`config.mk`:
```
export PLATFORM = sky130hd
export DESIGN_NAME = oam_dma_flat
export DESIGN_NICKNAME = d
export VERILOG_FILES = /design/src/rtl/oam_dma_pkg.sv /design/src/rtl/oam_dma_if.sv /design/src/rtl/oam_dma.sv /design/src/flat_wrapper.sv
export SDC_FILE = /design/constraint.sdc
export NUM_CORES = 1
export LEC_CHECK = 0
export BUFFER_PORTS_ARGS = -buffer_cell sky130_fd_sc_hd__clkbuf_2
export CORE_MARGIN = 3
export CORE_UTILIZATION = 41
export CTS_CLUSTER_DIAMETER = 200
export DETAILED_ROUTE_END_ITERATION = 8
export GPL_ROUTABILITY_DRIVEN = 1
export PLACE_DENSITY = 0.76
export SLEW_MARGIN = 0
export SYNTH_ARGS = -nofsm -noshare
export SYNTH_HDL_FRONTEND = slang
export SYNTH_SLANG_ARGS = --single-unit
```
`constraint.sdc`:
```
create_clock -name clk -period 1.62 [get_ports clk]
set_input_delay 0 -clock clk [delete_from_list [all_inputs] [get_ports clk]]
set_output_delay 0 -clock clk [all_outputs]
set_load 0.01 [all_outputs]
```
`src/rtl/oam_dma_pkg.sv`:
```
// nes_dma_pkg: shared OAM DMA state enum and constants; ALIGN exists only with OAM_DMA_ALIGN_EN.
package nes_dma_pkg;
  localparam logic [15:0] DMA_REG_ADDR = 16'h4014;
  localparam int OAM_LEN = 256;
  typedef enum logic [2:0] {
    IDLE,
    HALT,
`ifdef OAM_DMA_ALIGN_EN
    ALIGN,
`endif
    READ,
    WRITE
  } state_e;
endpackage

```
`src/rtl/oam_dma_if.sv`:
```
// oam_dma_if: CPU trigger port, RAM read bus and OAM write port of the sprite DMA engine.
interface oam_dma_if;
  logic [15:0] cpu_addr;
  logic [7:0]  cpu_wdata;
  logic        cpu_we;
  logic        cpu_halt;
  logic        mem_grant;
  logic [15:0] mem_addr;
  logic        mem_cs_n;
  logic        mem_rw_n;
  logic [7:0]  mem_rdata;
  logic [7:0]  oam_addr;
  logic [7:0]  oam_wdata;
  logic        oam_we;
  logic        dma_done;
  modport master (
    input  cpu_addr, cpu_wdata, cpu_we, mem_rdata,
    output cpu_halt, mem_grant, mem_addr, mem_cs_n, mem_rw_n, oam_addr, oam_wdata, oam_we, dma_done
  );
  modport slave (
    output cpu_addr, cpu_wdata, cpu_we, mem_rdata,
    input  cpu_halt, mem_grant, mem_addr, mem_cs_n, mem_rw_n, oam_addr, oam_wdata, oam_we, dma_done
  );
endinterface

```
`src/rtl/oam_dma.sv`:
```
// oam_dma: halts the CPU and copies one 256-byte RAM page into OAM; OAM_DMA_ALIGN_EN adds a phase-align cycle.
module oam_dma #(
  parameter logic [15:0] DMA_REG_ADDR = nes_dma_pkg::DMA_REG_ADDR,
  parameter int          XFER_LEN     = nes_dma_pkg::OAM_LEN
) (
  input logic      clk,
  input logic      rst,
  oam_dma_if.master bus
);
  import nes_dma_pkg::*;
  state_e     state_q, state_d;
  logic [7:0] page_q, page_d, idx_q, idx_d;
  logic       done_q, done_d;
  logic       trig, last, rd, wr;
`ifdef OAM_DMA_ALIGN_EN
  logic       phase_q, phase_d;
`endif
  assign trig = bus.cpu_we && bus.cpu_addr == DMA_REG_ADDR;
  assign last = idx_q == 8'(XFER_LEN - 1);
  assign rd   = state_q == READ;
  assign wr   = state_q == WRITE;
  always_comb begin
    state_d = state_q;
    page_d  = page_q;
    idx_d   = idx_q;
    done_d  = 1'b0;
`ifdef OAM_DMA_ALIGN_EN
    phase_d = ~phase_q;
`endif
    case (state_q)
      IDLE: if (trig) begin
        state_d = HALT;
        page_d  = bus.cpu_wdata;
        idx_d   = '0;
      end
`ifdef OAM_DMA_ALIGN_EN
      // phase 0 here means the trigger landed on phase 1; one extra cycle puts reads on even phase
      HALT:  state_d = phase_q ? READ : ALIGN;
      ALIGN: state_d = READ;
`else
      HALT:  state_d = READ;
`endif
      READ:  state_d = WRITE;
      WRITE: begin
        idx_d   = idx_q + 8'd1;
        state_d = last ? IDLE : READ;
        done_d  = last;
      end
      default: state_d = IDLE;
    endcase
  end
  always_ff @(posedge clk) begin
    if (rst) begin
      state_q <= IDLE;
      page_q  <= '0;
      idx_q   <= '0;
      done_q  <= 1'b0;
`ifdef OAM_DMA_ALIGN_EN
      phase_q <= 1'b0;
`endif
    end else begin
      state_q <= state_d;
      page_q  <= page_d;
      idx_q   <= idx_d;
      done_q  <= done_d;
`ifdef OAM_DMA_ALIGN_EN
      phase_q <= phase_d;
`endif
    end
  end
  assign bus.cpu_halt  = state_q != IDLE;
  assign bus.mem_grant = state_q != IDLE;
  assign bus.mem_addr  = rd ? {page_q, idx_q} : '0;
  assign bus.mem_cs_n  = ~rd;
  assign bus.mem_rw_n  = 1'b1;
  assign bus.oam_we    = wr;
  assign bus.oam_addr  = wr ? idx_q : '0;
  assign bus.oam_wdata = wr ? bus.mem_rdata : '0;
  assign bus.dma_done  = done_q;
endmodule

```
`src/flat_wrapper.sv`:
```
// flat-port wrapper written by rule: the top's interface ports become plain ports
module oam_dma_flat import nes_dma_pkg::*;
#(
  parameter logic [15:0] DMA_REG_ADDR = nes_dma_pkg::DMA_REG_ADDR,
  parameter int          XFER_LEN     = nes_dma_pkg::OAM_LEN
)
  (clk, rst, bus_cpu_addr, bus_cpu_wdata, bus_cpu_we, bus_mem_rdata, bus_cpu_halt, bus_mem_grant, bus_mem_addr, bus_mem_cs_n, bus_mem_rw_n, bus_oam_addr, bus_oam_wdata, bus_oam_we, bus_dma_done);
  oam_dma_if bus_i ();
  input logic clk;
  input logic rst;
  input wire logic [$bits(bus_i.cpu_addr)-1:0] bus_cpu_addr;
  input wire logic [$bits(bus_i.cpu_wdata)-1:0] bus_cpu_wdata;
  input wire logic [$bits(bus_i.cpu_we)-1:0] bus_cpu_we;
  input wire logic [$bits(bus_i.mem_rdata)-1:0] bus_mem_rdata;
  output wire logic [$bits(bus_i.cpu_halt)-1:0] bus_cpu_halt;
  output wire logic [$bits(bus_i.mem_grant)-1:0] bus_mem_grant;
  output wire logic [$bits(bus_i.mem_addr)-1:0] bus_mem_addr;
  output wire logic [$bits(bus_i.mem_cs_n)-1:0] bus_mem_cs_n;
  output wire logic [$bits(bus_i.mem_rw_n)-1:0] bus_mem_rw_n;
  output wire logic [$bits(bus_i.oam_addr)-1:0] bus_oam_addr;
  output wire logic [$bits(bus_i.oam_wdata)-1:0] bus_oam_wdata;
  output wire logic [$bits(bus_i.oam_we)-1:0] bus_oam_we;
  output wire logic [$bits(bus_i.dma_done)-1:0] bus_dma_done;
  assign bus_i.cpu_addr = bus_cpu_addr;
  assign bus_i.cpu_wdata = bus_cpu_wdata;
  assign bus_i.cpu_we = bus_cpu_we;
  assign bus_i.mem_rdata = bus_mem_rdata;
  assign bus_cpu_halt = bus_i.cpu_halt;
  assign bus_mem_grant = bus_i.mem_grant;
  assign bus_mem_addr = bus_i.mem_addr;
  assign bus_mem_cs_n = bus_i.mem_cs_n;
  assign bus_mem_rw_n = bus_i.mem_rw_n;
  assign bus_oam_addr = bus_i.oam_addr;
  assign bus_oam_wdata = bus_i.oam_wdata;
  assign bus_oam_we = bus_i.oam_we;
  assign bus_dma_done = bus_i.dma_done;
  oam_dma #(.DMA_REG_ADDR(DMA_REG_ADDR), .XFER_LEN(XFER_LEN)) u_core (.clk(clk), .rst(rst), .bus(bus_i));
endmodule
```
======== Yosys cells after proc, flatten, opt, wreduce, memory -nomap -nowiden ========
Cells that the tools add are included.
storage, ports and cells
  bits in registers ....................... 20
  word-level logic and storage cells ...... 28
  output and inout port bits .............. 38
cells by class
  eq/ne operators ......................... 6
  bitwise logic cells ..................... 2
  muxes and demuxes ....................... 8
  $add $sub $neg .......................... 1
  reductions and logical operators ........ 7
operator list
  operator              count
  $mux 8                3
  $eq 16x15->1 const B  1
  $mux 16               1
  $pmux 8 s2            1
  $pmux 3 s4            1
  $add 8x1->8 const B   1
  $eq 8x8->1 const B    1
  $eq 3x2->1 const B    2
  $reduce_and 2->1      2
  $eq 3x1->1 const B    1
  $logic_not 3->1       1
  $mux 3                1
  $reduce_bool 3->1     1
  $mux 2                1
  $ne 2x1->1 const B    1
  $not 1->1             2
  $reduce_bool 2->1     1
  $reduce_or 2->1       1
  $logic_and 1x1->1     1

======== Logic depth before layout (Yosys ltp) ========
  depth after elaboration ................. 4
  mapped depth ............................ 6

======== Worst setup path after synthesis ========
OpenSTA, ideal clock, no wires.
  path kind ............................... reg-to-reg
  start ................................... register u_core.idx_q[0]
  end ..................................... register u_core.idx_q[6]
  path buffers ............................ 0
  arrival time ............................ 1134 ps
  setup time .............................. 88 ps
  cell stages (with the launch flop) ...... 5
  setup slack ............................. 398 ps
  data required time ...................... 1532 ps
  clock period less this slack ............ 1222 ps
  cells stage by stage .................... dfxtp_1 ha_1 and3_1 a41oi_1 a311oi_2
on the way
  longest elaborated chain between the ends .. 2
ends and longest elaborated chain
  element                 line           RTL
  start, declared         oam_dma.sv:12  logic [7:0] page_q, page_d, idx_q, idx_d;
  start signal, assigned  oam_dma.sv:64  idx_q <= idx_d;
  $add 8x1->8             oam_dma.sv:45  idx_d = idx_q + 8'd1;
  $pmux 8 s2              oam_dma.sv:30  case (state_q)
Every way passes these cells.
A chain may end at the register's enable or synchronous reset.

======== Worst setup path in the final report ========
  start ................................... register u_core.state_q[0]
  end ..................................... output bus_mem_addr[4]
on the way
  longest elaborated chain between the ends .. 2
ends and longest elaborated chain
  element                 line                RTL
  start, declared         oam_dma.sv:11       state_e state_q, state_d;
  start signal, assigned  oam_dma.sv:62       state_q <= state_d;
  $eq 3x2->1              oam_dma.sv:20       assign rd = state_q == READ;
  $mux 16                 oam_dma.sv:73       assign bus.mem_addr = rd ? {page_q, idx_q} : '0;
  end, declared           flat_wrapper.sv:17  output wire logic [$bits(bus_i.mem_addr)-1:0] bus_mem_addr;
Every way passes these cells.

==> results.cfg <==
[run_status]
status = finished clean

[timing]
finalHoldViolations = 0
finalCritPeriodShare_pct = 90.6
drv_slew = 0
setup_ws_ns = 0.153
fmax_mhz = 682
period_minus_slack_ns = 1.47
setup_viol = 0
rsz0062_at_grt = no
fin_setup_tns_ns = 0
fin_skew_ns = 0.00309

[min_path]
min_path_type = input pin to flip-flop

[cells_and_area]
seq_area_um2 = 382
drive_gt1_share_pct = 40.9
fillers = 238
antennaDiodeCount = 0
nets = 257
multi_input_area_um2 = 691
syn2layout_area_growth_pct = 39.6

[worst_setup_path]
crit_required_ns = 1.62
cpMaxStageDelayCell = dfxtp_1
path_cells = and2b_2 > and2_2 > clkbuf_2
startpoint = u_core.state_q[0]$_SDFFE_PP0P_
critPathKind = flip-flop to output pin
r2r_setup_slack_ns = 0.23
reg2reg_from = u_core.state_q[0]$_SDFFE_PP0P_
cp-endpoint = bus_mem_addr[4]
critPathCaptureType = output pin
crit_cells = 3
crit_family = simple AND/OR/NAND/NOR gates
cp_slowest_stage_delay_ns = 0.49
crit_buf_inv = 1
r2r_end = u_core.idx_q[3]$_SDFFE_PP0P_
arrival_ns = 1.47
crit_path_start_kind = flip-flop
path_max_fanout = 17
worst-r2r-cell-count = 4

[floorplanning]
start_util_pct = 45.1
pin_count = 73
die_area_um2 = 3530
row_count = 18
coreArea_um2 = 2590
die_h_um = 59.4
die_x_um = 59.4

[logic_synthesis]
ys_types = 37
yosys-top-cells-area = dfxtp_1 (33%), and3_1 (9.1%), and2_1 (8.0%)
synthArstFlopShare_pct = 0
syn-cell-area_um2 = 1170
syn_area_per_cell_um2 = 8.06
syn_nets = 181
yosysSeqAreaShare_pct = 32.5
ys_ff_latch = 19
synthFlopType = dfxtp_1
synth_area_leader_cell = dfxtp_1
yosys_warnings = 0
syn_inst = 145
synth_edf_count = 0
netlist.area_leader.share_pct = 32.5

[place]
pre_cts_ws_ns = 0.170
hpwl_um = 2690
routabilityCongestion = 0.841
port_buffers = 71

[global_route]
grt_max_degree = 20
grt_pass1_wl_um = 5710
overflow = 0
grt_pass1_vias = 1288
antenna_found_initial = 0
grt_util_all_layers_pct = 20.9

[cts]
insertion_delay_ns = 0.30
clock_sinks = 19
cts_tree = yes
post_cts.repair.setup_buffers = 0
cts-buffers-inserted = 3
clk_path_buf_depth = 2
htree_levels = 1
cts_root_buf = clkbuf_4
clkTransAtPathRegs_ns = 0.11

[route]
ant_nets = 0
drt-initial-drc-count = 68
first_pass_iters = 5
wl_per_cell_um = 14.6
routed-via-count = 1372
wl_um = 3650
via_per_inst = 5.49
drc = 0

[power_and_ir_drop]
max-vdd-ir-drop_mv = 0.362
power.static_leakage_nw = 0.810
power_density_nw_per_um2 = 479

[job]
max_cap_violations = 0
[repair_timing]
item,in CTS,in global routing
setup endpoints to repair,16,12
hold endpoints to repair,8,0
hold buffers,8,0
gates resized for setup,1,1
[flip-flops by register name, summed over array words and instances (netlist names)]
name / cells
u_core.bus.dma_done: 1
u_core.state_q: 2
u_core.page_q: 8
u_core.idx_q: 8
[cell usage after synthesis (all sizes together), types with 2 or more instances]
cell	n
a21oi	12
a311oi	2
and2	16
and3	17
buf	7
clkbuf	7
dfxtp	19
inv	4
nand2	6
nand3	5
nand4	9
nor2	8
nor3	4
nor4b	3
o21ai	9
xnor2	2
[logic make-up (layout without fill, tap and decap cells)]
family,after synthesis,after routing,share of synthesized area [%]
other,1,1,0.321
DFF,19,19,32.5
AOI/OAI and AO/OA,29,29,16.6
xor gates and xnor gates,3,3,2.25
adders and majority gates,1,1,1.07
buffers and inverters,18,93,8.46
and+or+nand+nor,74,74,38.8
[cell type report]
class | instances | area share [%]
multi-input cells | 108 | 42.3
flip-flops and latches | 19 | 23.4
inverters | 4 | 0.920
clock buffers | 4 | 1.61
well taps | 30 | 2.30
repair buffers | 85 | 29.4
[stage by stage]
step	hold slack, ns	instances	utilization [%]	instance area, um^2	total power [mW]
floorplan	0.154	145	-	1170	0.494
global placement	0.249	238	58.8	1520	0.532
detailed placement	0.259	238	58.8	1520	0.534
CTS	0.134	250	62.9	1630	0.784
global route	0.153	250	63.0	1630	0.805
finish	0.138	250	63.0	1630	0.782
[layout by cell type, fill, tap and decap left out, types with 6 or more instances in the layout]
| master | n |
|---|---|
| a21oi_1 | 12 |
| and2_1 | 15 |
| and3_1 | 17 |
| buf_4 | 6 |
| clkbuf_2 | 71 |
| dfxtp_1 | 18 |
| dlygate4sd3_1 | 8 |
| nand2_1 | 6 |
| nand4_1 | 9 |
| nor2_1 | 8 |
| o21ai_0 | 9 |
[how the worst min path moves through the flow]
stage | startpoint | end | slack (ns) | depth (start not counted)
finish | rst | u_core.page_q[7]$_SDFFE_PP0P_ | 0.14 | 2
global route | rst | u_core.page_q[7]$_SDFFE_PP0P_ | 0.15 | 2
CTS | rst | u_core.idx_q[1]$_SDFFE_PP0P_ | 0.13 | 2
detailed placement | bus_cpu_wdata[3] | u_core.page_q[3]$_SDFFE_PP0P_ | 0.26 | 3
global placement | bus_cpu_wdata[5] | u_core.page_q[5]$_SDFFE_PP0P_ | 0.25 | 3
floorplan | bus_cpu_wdata[0] | u_core.page_q[0]$_SDFFE_PP0P_ | 0.15 | 2
[per-layer routing]
layer | vias up | wire [um] | track usage (%)
met5 | - | 0 | 0
met4 | 0 | 113 | 9.06
met3 | 12 | 388 | 3.27
met2 | 86 | 1780 | 38.1
met1 | 606 | 1380 | 23.8
li1 | 668 | - | -
[report_power, final]
part	switching [mW]	total (mW)	internal [mW]
clock network	0.146	0.242	0.0960
logic	0.0274	0.0731	0.0457
registers	0.00000295	0.467	0.467
[worst register-to-register path: cells and delay by family, from the launching register on]
kind,cells,cell delay [ns]
compound gates,2,0.51
flops,1,0.49
buf+inv,1,0.19
simple gates,1,0.11
Power figures use the tool's default switching activity.
